$ cat config.mk
export PLATFORM = sky130hd
export DESIGN_NAME = onehot_monitor
export DESIGN_NICKNAME = d
export VERILOG_FILES = /design/src/rtl/onehot_monitor.sv
export SDC_FILE = /design/constraint.sdc
export NUM_CORES = 1
export LEC_CHECK = 0
export CORE_UTILIZATION = 47
export CTS_CLUSTER_SIZE = 24
export DETAILED_ROUTE_END_ITERATION = 10
export MAX_ROUTING_LAYER = met4
export PLACE_DENSITY = 0.85
export SLEW_MARGIN = 5
export SYNTH_ARGS = -nofsm -noshare
export SYNTH_HDL_FRONTEND = slang
export SYNTH_SLANG_ARGS = --single-unit
$ cat constraint.sdc
create_clock -name clock -period 1.9 [get_ports clock]
set_clock_uncertainty 0.1 [all_clocks]
set_input_delay 0.38 -clock clock [delete_from_list [all_inputs] [get_ports clock]]
set_output_delay 0.38 -clock clock [all_outputs]
set_load 0.02 [all_outputs]
$ cat src/rtl/onehot_monitor.sv
// Watches a 3-bit one-hot up counter. Reports the binary index of the hot
// bit, flags illegal encodings and out-of-order steps, and counts completed
// 100 -> 001 rotations.
module onehot_monitor #(
  parameter int WRAP_W = 4
) (
  input  logic              clock,
  input  logic              reset,
  input  logic              q0,
  input  logic              q1,
  input  logic              q2,
  input  logic              clear,
  output logic [1:0]        bin,
  output logic              valid,
  output logic              hot_err,
  output logic              seq_err,
  output logic [WRAP_W-1:0] wraps,
  output logic              wrap_pulse
);

  typedef enum logic [1:0] {SYNC, TRACK, FAULT} state_t;

  state_t            r_state, w_state_nxt;
  logic [2:0]        r_s, r_p;
  logic [1:0]        r_bin, w_bin_nxt;
  logic              r_valid, w_valid_nxt;
  logic              r_hot, w_hot_nxt;
  logic              r_seq, w_seq_nxt;
  logic [WRAP_W-1:0] r_wraps, w_wraps_nxt;
  logic              r_pulse, w_pulse_nxt;
  logic              w_legal;
  logic [2:0]        w_succ;

  function automatic logic [1:0] enc(input logic [2:0] v);
    case (v)
      3'b010:  enc = 2'd1;
      3'b100:  enc = 2'd2;
      default: enc = 2'd0;
    endcase
  endfunction

  assign w_legal = (r_s == 3'b001) || (r_s == 3'b010) || (r_s == 3'b100);
  assign w_succ  = {r_p[1:0], r_p[2]};

  // Two-deep sample pipeline; keeps running through clear so history is fresh.
  always_ff @(posedge clock or posedge reset) begin
    if (reset) begin
      r_s <= 3'b000;
      r_p <= 3'b000;
    end else begin
      r_s <= {q2, q1, q0};
      r_p <= r_s;
    end
  end

  // Next-state and next-output decode; clear overrides every other outcome.
  always_comb begin
    w_state_nxt = r_state;
    w_bin_nxt   = r_bin;
    w_valid_nxt = r_valid;
    w_hot_nxt   = r_hot;
    w_seq_nxt   = r_seq;
    w_wraps_nxt = r_wraps;
    w_pulse_nxt = 1'b0;
    if (clear) begin
      w_state_nxt = SYNC;
      w_bin_nxt   = 2'd0;
      w_valid_nxt = 1'b0;
      w_hot_nxt   = 1'b0;
      w_seq_nxt   = 1'b0;
      w_wraps_nxt = '0;
    end else begin
      case (r_state)
        SYNC: begin
          if (w_legal) begin
            w_state_nxt = TRACK;
            w_bin_nxt   = enc(r_s);
            w_valid_nxt = 1'b1;
          end
        end
        TRACK: begin
          if (!w_legal) begin
            w_hot_nxt   = 1'b1;
            w_valid_nxt = 1'b0;
            w_state_nxt = FAULT;
          end else if (r_s == r_p) begin
            // hold: nothing moves
          end else if (r_s == w_succ) begin
            w_bin_nxt = enc(r_s);
            if (r_p == 3'b100) begin
              w_wraps_nxt = r_wraps + WRAP_W'(1);
              w_pulse_nxt = 1'b1;
            end
          end else begin
            w_seq_nxt   = 1'b1;
            w_valid_nxt = 1'b0;
            w_state_nxt = FAULT;
          end
        end
        default: begin
          // FAULT is terminal until clear or reset
          w_valid_nxt = 1'b0;
        end
      endcase
    end
  end

  // State and output registers.
  always_ff @(posedge clock or posedge reset) begin
    if (reset) begin
      r_state <= SYNC;
      r_bin   <= 2'd0;
      r_valid <= 1'b0;
      r_hot   <= 1'b0;
      r_seq   <= 1'b0;
      r_wraps <= '0;
      r_pulse <= 1'b0;
    end else begin
      r_state <= w_state_nxt;
      r_bin   <= w_bin_nxt;
      r_valid <= w_valid_nxt;
      r_hot   <= w_hot_nxt;
      r_seq   <= w_seq_nxt;
      r_wraps <= w_wraps_nxt;
      r_pulse <= w_pulse_nxt;
    end
  end

  assign bin        = r_bin;
  assign valid      = r_valid;
  assign hot_err    = r_hot;
  assign seq_err    = r_seq;
  assign wraps      = r_wraps;
  assign wrap_pulse = r_pulse;

endmodule

# After elaboration in Yosys (flattened, before gate mapping)
# Cells that the tools add are included.
# Widths: inputs -> output; s select.
[op_classes]
add_sub_neg = 1
eq_ne = 16
mux = 39
reduce_logical = 14
[ops]
columns = ["operator", "n"]
rows = [
  ["$mux 4", 6],
  ["$mux 2", 10],
  ["$mux 1", 19],
  ["$ne 3x3->1 const B", 4],
  ["$pmux 2 s2", 3],
  ["$reduce_and 5->1", 2],
  ["$ne 4x4->1 const B", 2],
  ["$reduce_and 4->1", 2],
  ["$reduce_bool 2->1", 4],
  ["$eq 3x3->1", 2],
  ["$eq 3x3->1 const B", 2],
  ["$ne 2x2->1 const B", 3],
  ["$add 4x1->4 const B", 1],
  ["$eq 3x1->1 const B", 1],
  ["$eq 3x2->1 const B", 1],
  ["$reduce_and 3->1", 1],
  ["$reduce_bool 3->1", 1],
  ["$eq 2x1->1 const B", 1],
  ["$logic_not 2->1", 1],
  ["$logic_or 1x1->1", 2],
  ["$pmux 1 s2", 1],
  ["$reduce_and 2->1", 1],
]
[word_totals]
reg_bits = 18
inputBits = 6
output_inout_bits = 10
elab_cells = 79

# Logic depth before layout (Yosys ltp)
[logic_depth]
depth_word = 7
ltp_mapped = 5
ltp_nobuf = 4

# Worst setup path before layout
# No wires, ideal clock.
[synth_timing]
kind = "flip-flop to flip-flop"
from = "register r_p[0]"
to = "register r_wraps[0] (netlist: wraps[0])"
setup_time_ns = 0.125
arrival_ns = 1.865
required_ns = 1.675
path_slack_ns = -0.190
stages_incl_launch_ff = 6
path_buffers = 1
synth_period_minus_slack_ns = 2.090
cell_sequence = "dfrtp_1 > buf_6 > or3b_4 > o22a_4 > a2111oi_4 > mux2_4"
[synth_via]
elab_chain_cells = 3
elab_cells_between_ends = 7
cone_classes = "eq/ne: 4; reduce/logical: 3"
[synth_rtl]
columns = ["item", "line_no", "text"]
rows = [
  ["start: declaration", "24", "logic [2:0] r_s, r_p;"],
  ["start signal: assignment", "52", "r_p <= r_s;"],
  ["$eq 3x3->1, on equally long branches", "86, 88, 90", ""],
  ["$ne 2x2->1 (no source line) or $reduce_bool 2->1 (tied branches)", "n/a", ""],
  ["$reduce_and 5->1 (no source line) *", "n/a", ""],
  ["end signal: assignment", "124", "r_wraps <= w_wraps_nxt;"],
  ["end: declaration", "29", "logic [WRAP_W-1:0] r_wraps, w_wraps_nxt;"],
]
# Every way passes the cells marked *; elsewhere a longest branch is shown, timed or not.
# A chain may end at the register's enable or synchronous reset.

# Worst setup path after layout
[layout_timing]
from = "register r_s[0]"
to = "register r_wraps[3] (netlist: wraps[3])"
[layout_via]
elab_chain_cells = 5
elab_cells_between_ends = 11
cone_classes = "eq/ne: 6; reduce/logical: 5"
[layout_rtl]
columns = ["item", "line_no", "text"]
rows = [
  ["start: declaration", "24", ""],
  ["start signal: assignment", "51", "r_s <= {q2, q1, q0};"],
  ["$eq 3x1->1 or $eq 3x2->1 (tied branches)", "42", "assign w_legal = (r_s == 3'b001) || (r_s == 3'b010) || (r_s == 3'b100);"],
  ["$logic_or 1x1->1 (2 in series)", "42", ""],
  ["$reduce_bool 2->1 (no source line)", "n/a", ""],
  ["$reduce_and 5->1 (no source line) *", "n/a", ""],
]
# Marked as above.

==> flow_summary.ini <==
[synthesis]
syn_nets = 102
yosysTopAreaCellShare_pct = 43.58
synth_top_area_cell = dfrtp_1
synthFlopType = dfrtp_1
synth_cells = 95
synthXorXnorAreaFrac_pct = 4.237
synth_area_um2 = 1033
synth_mux_area_share_pct = 4.600
synth-seq-cells = 18
ys_top_cells_by_area = dfrtp_1, xor2_1, nor2b_1, a32o_1, a2111oi_4
synthTopCellsByCount = dfrtp_1, nor2_1, inv_1, nand2_1, nor2b_1
syn-mean-instance-area_um2 = 10.88
ys_seq_area_share_pct = 43.58
async_flop_share_pct = 100.0
synth_edf_count = 0
synthAdderAreaFrac_pct = 1.211
ys_types = 46
yosys.area_share.simple_pct = 20.82
ys_warn_count = 0
synth_compound_area_share_pct = 19.37
synth_top_family_by_area = simple AND/OR/NAND/NOR gates
synth.most_common_cell = dfrtp_1

[global_routing]
grt_overflow_total = 0
grt_pass1_wl_mm = 3.995
busiest_layer = met2
grt_pass1_vias = 890
met1_usage_pct = 27.44
met3_usage_pct = 1.869
grt_usage_pct = 21.99
grt_start_max_net_pins = 19
use_met2_pct = 37.73
antenna_found_initial = 0

[layout]
area_growth_pct = 43.95
finish.utilization_pct = 73.58
fin_cells = 161
num-fill-cells = 131
n_antenna_cell = 0
fin_area_um2 = 1488
drive_gt1_share_pct = 38.81
fin_nets = 143

[setup_path]
cpLargestDelayFamily = compound AO/OA/AOI/OAI gates
max_stage_delay_ns = 0.47
path_buf_inv = 0
crit_type = register to register
slowest_stage = dfrtp_2
end_kind = register
cp.required_ns = 1.97
worstPathMaxFanout = 7
crit_chain = or3b_4, o22a_4, a2111oi_4, mux2_1
startpoint_type = register
arrival_ns = 2.14

[placement]
dp_cells = 144
place_congestion = 0.8680
place_area_um2 = 1294
dpl.hpwl_mm = 1.555
pre_cts_slack_ns = -0.1732
portBuffers = 15

[power]
p_int_mw = 0.5946
swShare_pct = 29.60
ir_worst_vdd_mv = 0.3989
p_leak_nw = 0.6334
seqPwrFrac_pct = 50.6
combPwrFrac_pct = 27.5
clockPowerShare_pct = 21.9
power-per-cell-area_nw_per_um2 = 567.7
power_switching_mw = 0.2500
p_total_mw = 0.8446

[floorplan]
die_w_um = 48.89
coreArea_um2 = 2022
rows = 16
dieArea_um2 = 2390
num_io_pins = 16
initial_core_util_pct = 51.11
die_y_um = 48.89

[drt]
ant_nets = 0
drt_first_pass_iters = 4
wirelength_mm = 2.729
vias = 936
route.detailed.drc = 0
via_per_inst = 5.814
drt_iter0_markers = 35
routedWlPerCell_um = 16.95

[cts]
clkSinkCount = 18
clkLatencyLatePin_ns = 0.29
numCtsBuffers = 3
cts-root-buf = clkbuf_4
tritoncts = done
path_clk_slew_ns = 0.10
cts.path.max_buffers = 2
cts_hold_buffers = 0
htreeDepth = 1

[timing]
max_slew_margin_pct = 72.70
fin_crit_sh_pct = 108.9
tns_ns = -0.6975
hold_viol = 0
min_period_ns = 2.069
worst_pin_slew_ns = 0.4078
fin_ws_ns = -0.1690
clock.fmax_ghz = 0.4833
setup_viol = 6
drv_slew = 0
whs_ns = 0.2875
rsz0062_at_grt = true

[run_status]
violations = negative setup slack
outcome = finished, violations left

[flow_run]
maxCapViolCount = 0

[worst_hold_path]
min_path_type = input port to asynchronous set/reset pin
metal layers:
metal	routed length, µm	vias up
li1	-	430
met1	1180	464
met2	1359	34
met3	112	8
met4	76	0
met5	0	-
worst register-to-register path, delay by kind of cell (launching register included):
kind | cells | cell delay [ns]
AOI/OAI and AO/OA | 2 | 0.60
DFF | 1 | 0.47
muxes | 1 | 0.35
and+or+nand+nor | 1 | 0.42
cell families after synthesis:
kind of cell	Yosys count
compound gates	20
mux	4
flops	18
simple gates	34
xor+xnor	5
buf+inv	13
fa+ha+maj	1
timing repair:
item	4_1_cts	5_1_grt
resized for setup	8	11
endpoints found under the setup margin	7	11
gates cloned	0	0
buffers inserted	7	7
pin swaps	6	4
cell type report:
class	instances	area, µm²	share of cell area, %
Multi-Input combinational cell	64	581.8	39.11
Sequential cell	18	455.4	30.61
Timing Repair Buffer	43	371.6	24.98
Tap cell	27	33.78	2.271
Clock buffer	3	22.52	1.514
Inverter	6	22.52	1.514
final timing paths:
kind / from / end / slack (ns) / cells after the start
max: r_s[0] / wraps[3] / -0.17 / 4
min: reset / r_s[2] / 0.29 / 3
max reg2reg: r_s[0] / wraps[3] / -0.17 / 4
min reg2reg: r_s[1] / r_p[1] / 0.36 / 0
max in group asynchronous: reset / r_state[0] / 1.20 / 3
min in group clock: r_s[1] / r_p[1] / 0.36 / 0
state kept, by name (all words and copies together) (netlist names):
signal	count
hot_err	1
bin	2
wrap_pulse	1
r_p	3
r_state	2
seq_err	1
wraps	4
r_s	3
valid	1
power by group through the flow:
stage                     Clock [mW]  Combinational [mW]  Sequential (mW)
final                          0.185               0.232            0.427
after global routing           0.209               0.249            0.428
after CTS                      0.188               0.200            0.423
after detailed placement           0               0.184            0.432
after global placement             0               0.179            0.430
after floorplan                    0               0.105            0.434
placed cells by master (no fill, tap or decap), types with 2 or more instances in the layout:
| cell | instances |
|---|---|
| nand2_1 | 5 |
| clkdlybuf4s50_1 | 15 |
| nor2b_1 | 5 |
| xor2_1 | 3 |
| dfrtp_2 | 4 |
| nor3_1 | 2 |
| nand4_1 | 2 |
| dfrtp_1 | 14 |
| and4bb_2 | 2 |
| buf_6 | 3 |
| or3b_4 | 2 |
| a2111oi_4 | 2 |
| buf_4 | 25 |
| clkbuf_4 | 3 |
| inv_1 | 6 |
| a32o_1 | 2 |
| o21ai_1 | 2 |
| nor2_1 | 7 |
No activity file was read; power rests on OpenSTA's default activity.
